`config.mk`:
```
export PLATFORM = sky130hd
export DESIGN_NAME = reservoir_sequencer
export DESIGN_NICKNAME = d
export VERILOG_FILES = /design/src/rtl/reservoir_sequencer.sv
export SDC_FILE = /design/constraint.sdc
export NUM_CORES = 1
export LEC_CHECK = 0
export ABC_AREA = 1
export BUFFER_PORTS_ARGS = -buffer_cell sky130_fd_sc_hd__buf_2
export CAP_MARGIN = 20
export CORE_ASPECT_RATIO = 1.75
export CORE_MARGIN = 10
export CORE_UTILIZATION = 53
export CTS_BUF_LIST = sky130_fd_sc_hd__clkbuf_4
export DETAILED_ROUTE_END_ITERATION = 10
export GPL_TIMING_DRIVEN = 1
export PLACE_DENSITY_LB_ADDON = 0.25
export RECOVER_POWER = 100
export SLEW_MARGIN = 0
export SYNTH_ARGS = -nofsm -noshare
export SYNTH_HDL_FRONTEND = slang
export SYNTH_SLANG_ARGS = --single-unit
```
`constraint.sdc`:
```
create_clock -name clk -period 4.9 [get_ports clk]
set_input_delay 0.245 -clock clk [delete_from_list [all_inputs] [get_ports clk]]
set_output_delay 0.245 -clock clk [all_outputs]
set_load 0.02 [all_outputs]
```
`src/rtl/reservoir_sequencer.sv`:
```
// Sequences one input sample across a time-multiplexed virtual-node reservoir,
// then streams every node state out over a valid/ready channel.
module reservoir_sequencer #(
  parameter int NUM_VIRTUAL_NODES = 100,
  parameter int DATA_WIDTH        = 32,
  parameter int NODE_DATA_WIDTH   = 12,
  parameter int SAMPLE_WIDTH      = 16,
  parameter int TIMEOUT           = 15,
  localparam int IDX_W = (NUM_VIRTUAL_NODES > 1) ? $clog2(NUM_VIRTUAL_NODES) : 1
) (
  input  logic                         clk,
  input  logic                         rst,
  input  logic                         start_clear,
  input  logic                         sample_valid,
  output logic                         sample_ready,
  input  logic [SAMPLE_WIDTH-1:0]      sample_data,
  input  logic [NUM_VIRTUAL_NODES-1:0] mask,
  output logic                         res_en,
  output logic [DATA_WIDTH-1:0]        res_din,
  input  logic                         res_valid,
  output logic                         res_load_node,
  output logic [NODE_DATA_WIDTH-1:0]   res_load_node_din,
  output logic [IDX_W-1:0]             res_node_sel,
  input  logic [NODE_DATA_WIDTH-1:0]   res_node_dout,
  output logic                         state_valid,
  input  logic                         state_ready,
  output logic [NODE_DATA_WIDTH-1:0]   state_data,
  output logic [IDX_W-1:0]             state_idx,
  output logic                         state_last,
  output logic                         busy,
  output logic                         timeout_err
);

  localparam int TO_W = (TIMEOUT > 1) ? $clog2(TIMEOUT + 1) : 1;
  localparam logic [IDX_W-1:0] LAST_IDX = IDX_W'(NUM_VIRTUAL_NODES - 1);
  localparam logic [TO_W-1:0]  TO_LAST  = TO_W'(TIMEOUT - 1);

  typedef enum logic [2:0] {
    IDLE,
    CLEAR,
    INJECT,
    WAIT_ARM,
    WAIT_VALID,
    READOUT
  } state_t;

  state_t                         state_reg, state_next;
  logic [IDX_W-1:0]               k_reg, k_next;
  logic [TO_W-1:0]                tcnt_reg, tcnt_next;
  logic [SAMPLE_WIDTH-1:0]        sample_reg, sample_next;
  logic [NUM_VIRTUAL_NODES-1:0]   mask_reg, mask_next;
  logic                           timeout_reg, timeout_next;

  always_ff @(posedge clk or posedge rst) begin
    if (rst) begin
      state_reg   <= IDLE;
      k_reg       <= '0;
      tcnt_reg    <= '0;
      sample_reg  <= '0;
      mask_reg    <= '0;
      timeout_reg <= 1'b0;
    end else begin
      state_reg   <= state_next;
      k_reg       <= k_next;
      tcnt_reg    <= tcnt_next;
      sample_reg  <= sample_next;
      mask_reg    <= mask_next;
      timeout_reg <= timeout_next;
    end
  end

  always_comb begin
    state_next        = state_reg;
    k_next            = k_reg;
    tcnt_next         = tcnt_reg;
    sample_next       = sample_reg;
    mask_next         = mask_reg;
    timeout_next      = timeout_reg;
    sample_ready      = 1'b0;
    res_en            = 1'b0;
    res_din           = '0;
    res_load_node     = 1'b0;
    res_load_node_din = '0;
    res_node_sel      = k_reg;
    state_valid       = 1'b0;
    state_data        = '0;
    state_idx         = '0;
    state_last        = 1'b0;
    busy              = (state_reg != IDLE);
    timeout_err       = timeout_reg;

    case (state_reg)
      IDLE: begin
        // rst gating keeps ready low while the async reset is held
        sample_ready = ~start_clear & ~rst;
        if (start_clear) begin
          k_next     = '0;
          state_next = CLEAR;
        end else if (sample_valid) begin
          sample_next = sample_data;
          mask_next   = mask;
          k_next      = '0;
          state_next  = INJECT;
        end
      end
      CLEAR: begin
        res_load_node = 1'b1;
        if (k_reg == LAST_IDX) begin
          k_next     = '0;
          state_next = IDLE;
        end else begin
          k_next = k_reg + IDX_W'(1);
        end
      end
      INJECT: begin
        res_en     = 1'b1;
        res_din    = mask_reg[k_reg] ? DATA_WIDTH'(sample_reg) : '0;
        state_next = WAIT_ARM;
      end
      WAIT_ARM: begin
        // reservoir still shows the stale valid here; skip it
        tcnt_next  = '0;
        state_next = WAIT_VALID;
      end
      WAIT_VALID: begin
        if (res_valid) begin
          if (k_reg == LAST_IDX) begin
            k_next     = '0;
            state_next = READOUT;
          end else begin
            k_next     = k_reg + IDX_W'(1);
            state_next = INJECT;
          end
        end else if (tcnt_reg == TO_LAST) begin
          timeout_next = 1'b1;
          k_next       = '0;
          state_next   = IDLE;
        end else begin
          tcnt_next = tcnt_reg + TO_W'(1);
        end
      end
      READOUT: begin
        state_valid = 1'b1;
        state_data  = res_node_dout;
        state_idx   = k_reg;
        state_last  = (k_reg == LAST_IDX);
        if (state_ready) begin
          if (k_reg == LAST_IDX) begin
            k_next     = '0;
            state_next = IDLE;
          end else begin
            k_next = k_reg + IDX_W'(1);
          end
        end
      end
      default: begin
        k_next     = '0;
        state_next = IDLE;
      end
    endcase
  end

endmodule

```
==> impl.org, run 1 <==
** Status
- The run finished, with violations left.
- The final reports fail on max-capacitance violations, max-slew violations.

** Floorplanning
- Area of the die :: 17800 um2
- Die Y :: 169 um
- For this configuration, the core starts out at a cell density of 0.541.
- In this run the count of I/O pins placed on the die edge is 211.
- Rows :: 54
- The total area inside the core boundary comes to 12400 um2.
- Die extent in x :: 105 um

** Timing
- Fraction of the cycle the final worst path needs :: 0.794
- Counting I/O delays and the setup requirement, the final critical path takes 3.89 ns.
- For the pin with the worst max-slew slack, the measured transition is 3.16 ns.
- The worst pin sits at a relative slew slack of -1.11.
- Setup repair after global routing left no endpoint under its margin.
- Final Skew :: 0.0137 ns
- Final hold violations :: 0
- Setup Total Neg Slack :: 0 ns
- The final-report max-slew violation count came to 244.
- Total setup violations reported at the end of the flow :: 0
- Maximum clock frequency :: 257 MHz
- PnR worst setup slack :: 1.01 ns

** Yosys
- Synthesis inferred 131 register bits.
- The synthesized design spends more area on one cell type than any other, namely dfrtp_1.
- In this run the cell area of the synthesized design comes to 6730 um2.
- The Yosys step of the flow raised 0 warnings.
- Mean instance size in the synthesized netlist :: 8.61 um2
- Proportion of netlist area held by the largest area contributor :: 0.487
- Synthesis produced a netlist whose cell count is 781.
- Distinct cells, synth :: 31
- Of the synthesized area, sequential elements account for 0.487.
- By area the synthesized netlist is led by dfrtp_1 (49%), mux2_2 (12%), nand2_1 (6.8%).

** Setup path
- The worst setup path is launched from a flip-flop.
- STA classifies the critical path endpoint as a flip-flop.
- At the worst endpoint, the arrival time is 4.32 ns.
- Along the worst path, the maximum fanout reaches 163.
- Data on the critical path is required at its endpoint by 5.33 ns.
- Worst Path Class, Setup :: reg -> reg

** Route
- Average wire per cell in the routed design :: 16.4 um
- After detailed routing, the total wire length is 20500 um.
- Number of remaining DRC errors :: 0
- ANT nets after route :: 0
- Violation count after the first detailed-routing iteration :: 291
- Detailed-router iteration count before antenna repair :: 5
- For this block, the via count after detailed routing is 6248.
- In the routed layout, each cell is associated on average with a via count of 5.00.

** Final layout
- Combined area of the multi-input logic cells :: 2780 um2
- The net count of the finished layout is 1201.
- Summing all flip-flop and latch instances after layout gives 3280 um2.
- The count of cells in the finished layout, fillers not included, comes to 1249.
- Layout filler cell count :: 958
- Once layout is done, the placed cells without fillers occupy 9020 um2.
- In the final layout, the share of cells above drive strength 1 is 0.242.
- The register with the most flip-flops in the layout has 100 of them.
- From synthesis to final layout, the design area changed by 34.1%.

** CTS
- After clock tree synthesis, the clock-pin slew on the worst setup and hold paths is 0.12 ns.
- Post-CTS repair changed the size of 0 cells.
- Root buf cell :: clkbuf_4
- For this design, the sink count on the clock tree is 131.
- Counting along the longest clock path gives a buffer depth of 2.
- CTS tree :: built
- Clock network latency to the later pin of the worst-skew pair :: 0.54 ns
- The number of clock buffers added by TritonCTS is 17.
- In this run the number of H-tree levels came out at 4.

** Worst hold path
- Min-delay worst type :: in -> reg

** Job
- The tool flagged a number of max-cap violations equal to 3.

** GRT
- Global-route wire length before repair :: 32800 um
- Number of global-route vias before repair :: 6724
- For this run the aggregate overflow at the end of global routing stands at 0.
- Initial antenna violation count :: 4
- Maximum number of pins on one net before global-route repair :: 164
- Total Routing Usage GR :: 0.228

** Placed design
- Half-perimeter wire length after detailed placement :: 13200 um
- Count of buffers from port buffering :: 182
- Timing analysis after detailed placement gives a worst setup slack of 2.18 ns.
- At the end of routability-driven placement, the weighted congestion stood at 0.810.
- Cells after DPL :: 1095
- In this run the cell area measured after placement is 7590 um2.

** Power and ir drop
- Leakage power :: 4.53 nW
- In this run the power density over the cells is 511 nW/um2.
- Largest voltage drop on the vdd net :: 0.263 mV
[cell usage in the layout (no fill, tap or decap), types with 2 or more instances in the layout]
| cell | count |
|---|---|
| conb_1 | 28 |
| ha_1 | 3 |
| dlygate4sd3_1 | 118 |
| mux2_2 | 69 |
| bufinv_16 | 4 |
| o21ai_0 | 13 |
| a21oi_1 | 62 |
| inv_1 | 84 |
| clkinv_2 | 3 |
| nor2_2 | 5 |
| buf_4 | 3 |
| inv_6 | 4 |
| diode_2 | 4 |
| clkinvlp_4 | 2 |
| nor3_1 | 8 |
| o211ai_1 | 7 |
| clkbuf_1 | 40 |
| nor2_1 | 124 |
| nand2_2 | 2 |
| nor3b_1 | 2 |
| clkinv_4 | 2 |
| o22ai_1 | 2 |
| clkbuf_4 | 17 |
| nand3_1 | 54 |
| o21ai_1 | 14 |
| buf_2 | 143 |
| nand2_1 | 121 |
| dfrtp_1 | 130 |
| inv_2 | 2 |
[critical path: stages, from the launching register on]
cell,delay (ns)
dfrtp_1,0.41
inv_1,0.12
nand2_1,0.07
nor2_1,0.18
inv_1,0.12
nor2_2,0.14
nand2_2,1.59
mux2_2,0.96
[layout make-up]
type | instances | area share
Sequential cell | 131 | 0.363
Multi-Input combinational cell | 522 | 0.309
Timing Repair Buffer | 305 | 0.231
Inverter | 87 | 0.0363
Tap cell | 168 | 0.0233
Clock inverter | 15 | 0.0225
Clock buffer | 17 | 0.0141
Antenna cell | 4 | 0.00111
[synthesized netlist by cell type]
master / n
dfrtp_1: 131
nand2_1: 121
nor2_1: 117
inv_1: 85
mux2_2: 69
a21oi_1: 62
nand3_1: 54
buf_4: 34
buf_2: 19
o21ai_1: 15
nor2_2: 12
o21ai_0: 12
clkbuf_1: 10
nor3_1: 8
o211ai_1: 7
buf_1: 3
ha_1: 3
buf_6: 2
inv_2: 2
nand2_2: 2
nor3b_1: 2
o22ai_1: 2
a21o_1: 1
a21oi_2: 1
a22oi_1: 1
a31oi_1: 1
conb_1: 1
nand3_2: 1
o31ai_1: 1
xnor2_1: 1
xor2_1: 1
[power by group]
group	total, W	switching (W)	internal [W]	leakage, nW
Sequential	0.00186	0.000275	0.00158	1.53
Clock	0.000845	0.000435	0.000409	0.173
Combinational	0.00191	0.00114	0.000765	2.83
Total	0.00461	0.00185	0.00276	4.53
[repair_timing]
item                       in CTS  in global routing
hold buffers                  118                  0
buffers inserted                0                  0
hold endpoints to repair      161                  0
setup endpoints to repair       0                  0
[cells by family after synthesis]
family | after synthesis | share of synthesized area
AND/OR/NAND/NOR | 317 | 0.196
buffers and inverters | 155 | 0.111
flip-flops | 131 | 0.487
AO/OA/AOI/OAI | 103 | 0.0815
multiplexers | 69 | 0.116
adder cells (fa/ha/maj) | 3 | 0.00558
XOR/XNOR | 2 | 0.00260
other | 1 | 0.000558
[metrics by stage]
| stage | util | power [W] | hold slack, ns |
|---|---|---|---|
| 4_1_cts | 0.732 | 0.00462 | 0.0117 |
| 3_3_place_gp | 0.610 | 0.00365 | 0.353 |
| 2_1_floorplan | - | 0.00327 | 0.395 |
| 6_report | 0.726 | 0.00461 | 0.0415 |
| 5_1_grt | 0.726 | 0.00495 | 0.0414 |
| 3_5_place_dp | 0.611 | 0.00372 | 0.354 |
[layer usage]
layer	vias up	global-route usage	share of wire
met2	234	0.420	0.54
met4	0	0.106	0.033
met1	2943	0.229	0.37
met3	49	0.0662	0.061
li1	3022	-	-
met5	-	0	0
[final timing paths]
check,from,endpoint,slack [ns],cells after the start
worst max-delay path,state_reg[0],mask_reg[90],1.01,7
worst min-delay path,start_clear,state_reg[0],0.04,3
worst max register to register,state_reg[0],mask_reg[90],1.01,7
worst min register to register,timeout_err,timeout_err,0.49,1
max in group asynchronous,rst,mask_reg[66],2.78,4
min in group asynchronous,rst,state_reg[0],0.79,3
(Power assumes the default switching activity.)
==> run 2: changes to the inputs <==
--- a/config.mk
+++ b/config.mk
@@ -5,12 +5,12 @@
 export SDC_FILE = /design/constraint.sdc
 export NUM_CORES = 1
 export LEC_CHECK = 0
-export ABC_AREA = 1
+export ABC_AREA = 0
 export BUFFER_PORTS_ARGS = -buffer_cell sky130_fd_sc_hd__buf_2
 export CAP_MARGIN = 20
 export CORE_ASPECT_RATIO = 1.75
 export CORE_MARGIN = 10
-export CORE_UTILIZATION = 53
+export CORE_UTILIZATION = 48
 export CTS_BUF_LIST = sky130_fd_sc_hd__clkbuf_4
 export DETAILED_ROUTE_END_ITERATION = 10
 export GPL_TIMING_DRIVEN = 1
==> constraint.sdc (replaced) <==
create_clock -name clk -period 3.3 [get_ports clk]
set_input_delay 0.165 -clock clk [delete_from_list [all_inputs] [get_ports clk]]
set_output_delay 0.165 -clock clk [all_outputs]
set_load 0.02 [all_outputs]
==> impl.org, run 2 <==
** Status
- Result of the run :: finished with violations (unchanged)
- Violated checks: max-capacitance violations, max-slew violations (unchanged).

** Setup path
- The kind of critical path is reg -> out (was reg -> reg).
- WP data arrival :: 2.98 ns (was 4.32 ns)
- Required @ worst endpoint :: 3.13 ns (was 5.33 ns)
- The critical path launch point type is a flip-flop (unchanged).
- The element type at the critical path end was an output pin (was flip-flop).
- Critical-path maximum fanout :: 16 (was 163)

** Route
- The DRC violation count after routing was 0 (unchanged).
- Violation count after the first detailed-routing iteration :: 203 (was 291)
- ANT nets after route :: 0 (unchanged)
- The total wire length was 20600 um (was 20500 um).
- The routed via count divided by cell count came to 5.33 (was 5.00).
- The total via count after detailed routing was 5555 (was 6248).
- The per-cell routed wire length is 19.8 um (was 16.4 um).
- Detailed-router iteration count before antenna repair :: 4 (was 5)

** Timing
- The hold violation total from the final report came to 0 (unchanged).
- Setup Total Neg Slack :: 0 ns (unchanged)
- The clock period could shrink to 3.15 ns.
- The worst-margin pin slew was 1.80 ns (was 3.16 ns).
- Total setup violations reported at the end of the flow :: 0 (unchanged)
- Smallest hold slack :: 0.159 ns (was 0.0415 ns)
- Setup repair after global routing missed its margin: false (unchanged).
- Max transition margin :: -0.199 (was -1.11)
- Final number of max-transition violations :: 201 (was 244)
- Dividing the final minimum period by the clock period gives 0.954.
- The largest clock skew in the final design is 0.0189 ns (was 0.0137 ns).
- Maximum clock frequency :: 318 MHz

** Floorplanning
- The die height was 179 um (was 169 um).
- The floorplan row count is 58 (was 54).
- The overall die area came to 19900 um2 (was 17800 um2).
- The floorplan core area was 14300 um2 (was 12400 um2).
- Die extent in x :: 111 um (was 105 um)
- The starting utilization of the core area came to 0.486 (was 0.541).
- The number of I/O pins was 211 (unchanged).

** Final layout
- The post-route standard cell area excluding fillers came to 9480 um2 (was 9020 um2).
- Layout filler cell count :: 1086 (was 958)
- Combined area of the multi-input logic cells :: 3310 um2 (was 2780 um2)
- The area added between synthesis and finish was 36.4% (was 34.1%).
- Most used cells in the layout excluding fill and tap cells :: buf_2 (143), dfrtp_1 (128), mux2_2 (119) (was buf_2 (143), dfrtp_1 (130), nor2_1 (124))
- The most common cell after layout, fill and taps aside is buf_2 (unchanged).
- Proportion of layout cells with a drive suffix above 1 :: 0.423 (was 0.242)
- The number of nets in the layout is 985 (was 1201).
- Max FFs per register :: 100 (unchanged)
- Post-route non-filler standard cell count :: 1042 (was 1249)
- The area taken by flip-flops and latches is 3290 um2 (was 3280 um2).

** Power and ir drop
- The leakage power came to 4.75 nW (was 4.53 nW).
- The total power density per cell area is 501 nW/um2 (was 511 nW/um2).
- The peak supply drop is 0.284 mV (was 0.263 mV).

** Placed design
- The total placed instance area was 7890 um2 (was 7590 um2).
- The count of input and output buffers was 182 (unchanged).
- The detailed placer's ending HPWL was 13700 um (was 13200 um).
- Cells after DPL :: 878 (was 1095)
- The final RePlAce weighted congestion is 0.885 (was 0.810).

** Yosys
- The area of the mapped netlist came to 6950 um2 (was 6730 um2).
- The gate count of the mapped netlist is 543 (was 781).
- Leading post-synthesis cells by instance count: dfrtp_1 (131), mux2_2 (121), buf_4 (30), o21ai_0 (28), and3_1 (25) (was dfrtp_1 (131), nand2_1 (121), nor2_1 (117), inv_1 (85), mux2_2 (69)).
- Prevailing post-synth register cell :: dfrtp_1 (unchanged)
- Top post-synthesis cells by area :: dfrtp_1 (47%), mux2_2 (20%), mux4_1 (3.8%) (was dfrtp_1 (49%), mux2_2 (12%), nand2_1 (6.8%))
- Share of the yosys chip area belonging to registers :: 0.472 (was 0.487)
- The distinct cell type count of the synthesized netlist came to 57 (was 31).
- The leading area contributor after synthesis is dfrtp_1 (unchanged).
- The number of enable-type register cells in the synthesized netlist is 0 (unchanged).
- Yosys warning total :: 0 (unchanged)
- The cell with the most instances after synthesis is dfrtp_1 (unchanged).
- Number of register bits inferred by synthesis :: 131 (unchanged)
- The average size of a mapped cell came to 12.8 um2 (was 8.61 um2).
- Proportion of netlist area held by the largest area contributor :: 0.472 (was 0.487)
- Async set-or-reset flop fraction in the synthesized netlist :: 1.00 (unchanged)

** CTS
- Clock Pin Slew Worst Setup and Hold Paths :: 0.12 ns (about the same)
- Root buf cell :: clkbuf_4 (unchanged)
- Buffers from clock root to sink, at most :: 2 (unchanged)
- # H-tree levels :: 4 (unchanged)
- CTS tree :: built (unchanged)
- TritonCTS Sinks :: 131 (unchanged)
- The clock latency on the worst-skew pair is 0.53 ns (was 0.54 ns).
- The clock buffer count from CTS came to 17 (unchanged).

** GRT
- Global-route wire length before repair :: 32400 um (was 32800 um)
- Maximum number of pins on one net before global-route repair :: 132 (was 164)
- The number of global-route vias before repair is 6140 (was 6724).
- Initial antenna violation count :: 1 (was 4)
- The total track usage is 0.204 (was 0.228).
- Overflow left after global routing :: 0 (unchanged)

** Worst hold path
- The worst min-delay path class was in -> reg (unchanged).

** Job
- The count of max-cap constraint violations came to 2 (was 3).
==> run 2: changes by cell type after synthesis, moves of 16 or more <==
| cell | before | now |
|---|---|---|
| a21oi_1 | 62 | 6 |
| and3_1 | 0 | 25 |
| inv_1 | 85 | 8 |
| mux2_2 | 69 | 121 |
| nand2_1 | 121 | 9 |
| nand3_1 | 54 | 8 |
| nor2_1 | 117 | 13 |
| o21ai_0 | 12 | 28 |
==> run 2: area by class of cell <==
type                            count  share of cell area
Clock buffer                       19              0.0151
Clock inverter                     13              0.0182
Multi-Input combinational cell    362               0.349
Sequential cell                   131               0.347
Inverter                            8             0.00357
Antenna cell                        1            0.000264
Timing Repair Buffer              328               0.243
Tap cell                          180              0.0238
==> run 2: power by group <==
group,internal (W),switching [W]
registers,0.00172,0.000149
clock network,0.000555,0.000630
logic,0.000788,0.000909
==> run 2: worst paths after layout <==
kind | from | end | slack [ns] | cells past startpoint
max | res_node_sel[1] | res_din[5] | 0.15 | 8
min | start_clear | state_reg[1] | 0.16 | 4
max reg2reg | state_reg[1] | mask_reg[93] | 0.52 | 4
min reg2reg | timeout_err | timeout_err | 0.48 | 2
max in group asynchronous | rst | res_node_sel[0] | 1.15 | 4
min in group asynchronous | rst | mask_reg[75] | 0.85 | 4
==> run 2: logic make-up (layout without fill, tap and decap cells) <==
family / count (synthesis) / after routing / share of synthesized area
multiplexers: 151 / 151 / 0.275
flip-flops: 131 / 131 / 0.472
AND/OR/NAND/NOR: 91 / 91 / 0.0735
AO/OA/AOI/OAI: 87 / 87 / 0.100
buffers and inverters: 77 / 368 / 0.0706
adder cells (fa/ha/maj): 3 / 3 / 0.00541
XOR/XNOR: 2 / 2 / 0.00252
other: 1 / 29 / 0.000540
==> run 2: routing by layer <==
metal | global-route usage | up-vias | wire length, um
met4 | 0.0877 | 0 | 507
met3 | 0.0596 | 38 | 1220
met5 | 0 | - | 0
met2 | 0.383 | 200 | 11700
met1 | 0.202 | 2745 | 7180
li1 | - | 2572 | -
==> run 2: critical path, stage by stage (launching register included) <==
cell,delay [ns]
dfrtp_4,0.52
buf_4,0.21
or3b_2,0.53
o221ai_1,0.24
a211o_1,0.18
a31oi_4,0.10
buf_6,0.19
a211oi_1,0.27
buf_2,0.22
==> run 2: per-stage QoR <==
step	total power (W)	utilization	setup WS, ns
finish	0.00475	0.663	0.151
global route	0.00501	0.663	0.00837
CTS	0.00468	0.661	0.00807
detailed placement	0.00330	0.552	0.368
global placement	0.00326	0.552	0.461
floorplan	0.00296	-	0.714
==> run 2: timing repair <==
action                                  CTS  global route
hold endpoints to repair                249             0
pin swaps                                 0             1
buffers inserted                          5             7
gates resized for setup                   5             6
hold buffers                            118             0
endpoints found under the setup margin   16            16
cloned                                    0             1
==> run 3: changes to the inputs <==
--- a/config.mk
+++ b/config.mk
@@ -10,7 +10,7 @@
 export CAP_MARGIN = 20
 export CORE_ASPECT_RATIO = 1.75
 export CORE_MARGIN = 10
-export CORE_UTILIZATION = 48
+export CORE_UTILIZATION = 54
 export CTS_BUF_LIST = sky130_fd_sc_hd__clkbuf_4
 export DETAILED_ROUTE_END_ITERATION = 10
 export GPL_TIMING_DRIVEN = 1
==> constraint.sdc (replaced) <==
create_clock -name clk -period 3.4 [get_ports clk]
set_input_delay 0.51 -clock clk [delete_from_list [all_inputs] [get_ports clk]]
set_output_delay 0.51 -clock clk [all_outputs]
set_load 0.02 [all_outputs]
==> impl.org, run 3 (synthesis gave the netlist of run 2 again) <==
** Timing
- Setup Total Neg Slack :: -1.14 ns (was 0 ns)
- The count of final setup violators is 16 (was 0).
- The headroom to the max-slew limit is -0.263 (was -0.199).
- PnR worst setup slack :: -0.0826 ns (was 0.151 ns)
- Setup repair after global routing missed its margin: true (was false).
- Final number of max-transition violations :: 102 (was 201)
- Fraction of the cycle the final worst path needs :: 1.02
- The final worst hold slack came to 0.196 ns (was 0.159 ns).
- The hold violation total from the final report was 0 (unchanged).
- Final Skew :: 0.0118 ns (was 0.0189 ns)
- Derived from the worst setup path, the maximum achievable clock frequency is 287 MHz.
- The worst-margin pin slew was 1.89 ns (was 1.80 ns).
- Fin crit period :: 3.48 ns

** Route
- Detailed-router iteration count before antenna repair :: 4 (unchanged)
- Via/cell ratio :: 5.59 (was 5.33)
- Via count of the routed design :: 5133 (was 5555)
- The DRC violation count after routing came to 0 (unchanged).
- Average wire per cell in the routed design :: 20.6 um (was 19.8 um)
- ANT nets after route :: 0 (unchanged)
- The number of DRC markers in iteration 0 came to 237 (was 203).
- Routed WL :: 19000 um (was 20600 um)

** Setup path
- Worst R2R Path Depth :: 7 (was 4)
- The largest fanout of any net on the critical path was 8 (was 16).
- Capturing point of the worst reg2reg path :: res_node_sel[2] (was mask_reg[93])
- The element type at the critical path end is an output pin (unchanged).
- WP data arrival :: 2.97 ns (was 2.98 ns)
- The reg-to-reg setup timing slack was 0.78 ns (was 0.52 ns).
- The startpoint of the most critical register-to-register path is tcnt_reg[0] (was state_reg[1]).
- The path length in cells of the critical path is 10 (was 8).
- The buffering stage count on the worst path with inverters included was 5 (was 3).
- Crit. Startpoint :: res_node_sel[0] (was res_node_sel[1])
- The critical-path cell with the highest stage delay is dfrtp_4 (was or3b_2).
- The kind of critical path is reg -> out (unchanged).
- The cell class contributing the biggest share of worst-path delay is buffers and inverters (was compound AO/OA/AOI/OAI gates).
- The required time of the worst setup path came to 2.89 ns (was 3.13 ns).
- Critical path destination :: res_din[9] (was res_din[5])
- The delay of the slowest cell on the worst path is 0.53 ns (about the same).
- Cells traversed along the worst timing path :: buf_6, buf_6, mux4_2, mux2i_4, nor4b_4, a2111oi_4, buf_4, buf_8, a211oi_2, buf_4 (was buf_4, or3b_2, o221ai_1, a211o_1, a31oi_4, buf_6, a211oi_1, buf_2)
- Category of the worst setup path launch point :: flip-flop (unchanged)

** CTS
- CTS tree :: built (unchanged)
- The clock latency on the worst-skew pair was 0.53 ns (about the same).
- Number of buffers created by CTS :: 17 (unchanged)
- The clock root buffer master is clkbuf_4 (unchanged).
- The H-tree depth reported by CTS came to 4 (unchanged).
- TritonCTS Sinks :: 131 (unchanged)
- Clock Pin Slew Worst Setup and Hold Paths :: 0.13 ns (was 0.12 ns)
- The number of buffers between clock root and the deepest sink is 2 (unchanged).

** Final layout
- Layout-stage area growth over the synthesis result :: 22.4% (was 36.4%)
- Most used cells in the layout excluding fill and tap cells: buf_2 (167), dfrtp_1 (128), mux2_2 (121) (was buf_2 (143), dfrtp_1 (128), mux2_2 (119)).
- The number of nets in the layout came to 874 (was 985).
- Layout filler cell count :: 976 (was 1086)
- The most common cell after layout, fill and taps aside was buf_2 (unchanged).
- The flip-flop count of the largest register, all copies and words added was 100 (unchanged).
- The footprint of the multi-input gates was 3410 um2 (was 3310 um2).
- The area taken by flip-flops and latches came to 3280 um2 (was 3290 um2).
- The fraction of final layout cells with drive strength greater than 1 came to 0.552 (was 0.423).

** Floorplanning
- The floorplan core area was 12600 um2 (was 14300 um2).
- Top-Level Pins :: 211 (unchanged)
- Die extent in x :: 106 um (was 111 um)
- The floorplan row count is 54 (was 58).
- The starting utilization of the core area came to 0.553 (was 0.486).
- Die Y :: 170 um (was 179 um)
- Area of the die :: 18000 um2 (was 19900 um2)

** Status
- Violated checks :: max-capacitance violations, max-slew violations, negative setup slack (was max-capacitance violations, max-slew violations)
- Result of the run :: finished with violations (unchanged)

** Job
- The count of max-cap constraint violations is 3 (was 2).

** Placed design
- The detailed placer's ending HPWL is 13900 um (was 13700 um).
- The setup slack at placement was 0.170 ns (was 0.368 ns).
- Weighted congestion at the end of routability-driven global placement :: 0.875 (was 0.885)
- Count of buffers from port buffering :: 182 (unchanged)

** Power and ir drop
- The leakage power is 4.41 nW (was 4.75 nW).
- Power per Cell Area :: 546 nW/um2 (was 501 nW/um2)
- The overall power after layout is 0.00464 W (was 0.00475 W).
- Largest voltage drop on the vdd net :: 0.340 mV (was 0.284 mV)

** GRT
- Met3 global-route usage :: 0.0662 (was 0.0596)
- The sum of overflow across all layers after global routing is 0 (unchanged).
- The maximum number of pins on one net before global-route repair was 63 (was 132).
- The number of antenna violations at the first check in global routing is 1 (unchanged).
- The global-route track usage on met1 came to 0.204 (was 0.202).
- The number of global-route vias before repair came to 5667 (was 6140).
- GR Layer Usage met2 :: 0.385 (was 0.383)
- The wire length of the first global-routing pass came to 29600 um (was 32400 um).
- Layer with the highest usage :: met2 (unchanged)
- The total track usage is 0.207 (was 0.204).

** Worst hold path
- Min-delay worst type :: in -> reg (unchanged)
-- run 3: changes by cell type in the layout (fill, tap and decap cells not counted), moves of 8 or more --
cell / before / now
clkbuf_2: 12 / 1
dlygate4sd3_1: 118 / 0
o21ai_0: 26 / 14
o21ai_1: 4 / 13
buf_6: 2 / 10
clkbuf_1: 31 / 4
buf_4: 18 / 28
buf_2: 143 / 167
-- run 3: power breakdown --
part / leakage, nW / total, W / switching (W) / internal [W]
combinational: 2.50 / 0.00181 / 0.000976 / 0.000832
sequential: 1.76 / 0.00182 / 0.000153 / 0.00167
clock: 0.146 / 0.00101 / 0.000629 / 0.000381
-- run 3: timing repair --
item | 4_1_cts | 5_1_grt
gates resized for setup | 50 | 20
setup buffers | 12 | 1
endpoints found under the setup margin | 16 | 16
hold buffers | 0 | 0
pin swaps | 2 | 6
cloned | 4 | 0
hold endpoints to repair | 0 | 0
-- run 3: per-stage QoR --
stage | std cells | cell area, um2 | utilization
6_report | 919 | 8500 | 0.676
5_1_grt | 919 | 8500 | 0.676
4_1_cts | 919 | 8470 | 0.674
3_5_place_dp | 871 | 7930 | 0.631
3_3_place_gp | 871 | 7930 | 0.631
2_1_floorplan | 570 | 7050 | -
-- run 3: worst min-delay path by stage --
stage                      startpoint            to  slack [ns]  cells past startpoint
after floorplan           mask_reg[1]   mask_reg[1]        0.47                      1
after global placement    timeout_err   timeout_err        0.44                      2
after detailed placement  timeout_err   timeout_err        0.45                      2
after CTS                         rst   timeout_err         0.1                      2
after global routing         mask[21]  mask_reg[21]        0.14                      2
final                        mask[29]  mask_reg[29]        0.20                      2
-- run 3: cell type report --
cell class                      count  area share
Sequential cell                   131       0.386
Tap cell                          168      0.0247
Inverter                            8     0.00368
Clock inverter                     15      0.0171
Antenna cell                        1    0.000294
Timing Repair Buffer              216       0.152
Multi-Input combinational cell    363       0.401
Clock buffer                       17      0.0150
-- run 3: per-layer routing --
layer,share of wire,vias up
li1,-,2366
met1,0.35,2531
met2,0.56,201
met3,0.064,35
met4,0.029,0
met5,0,-
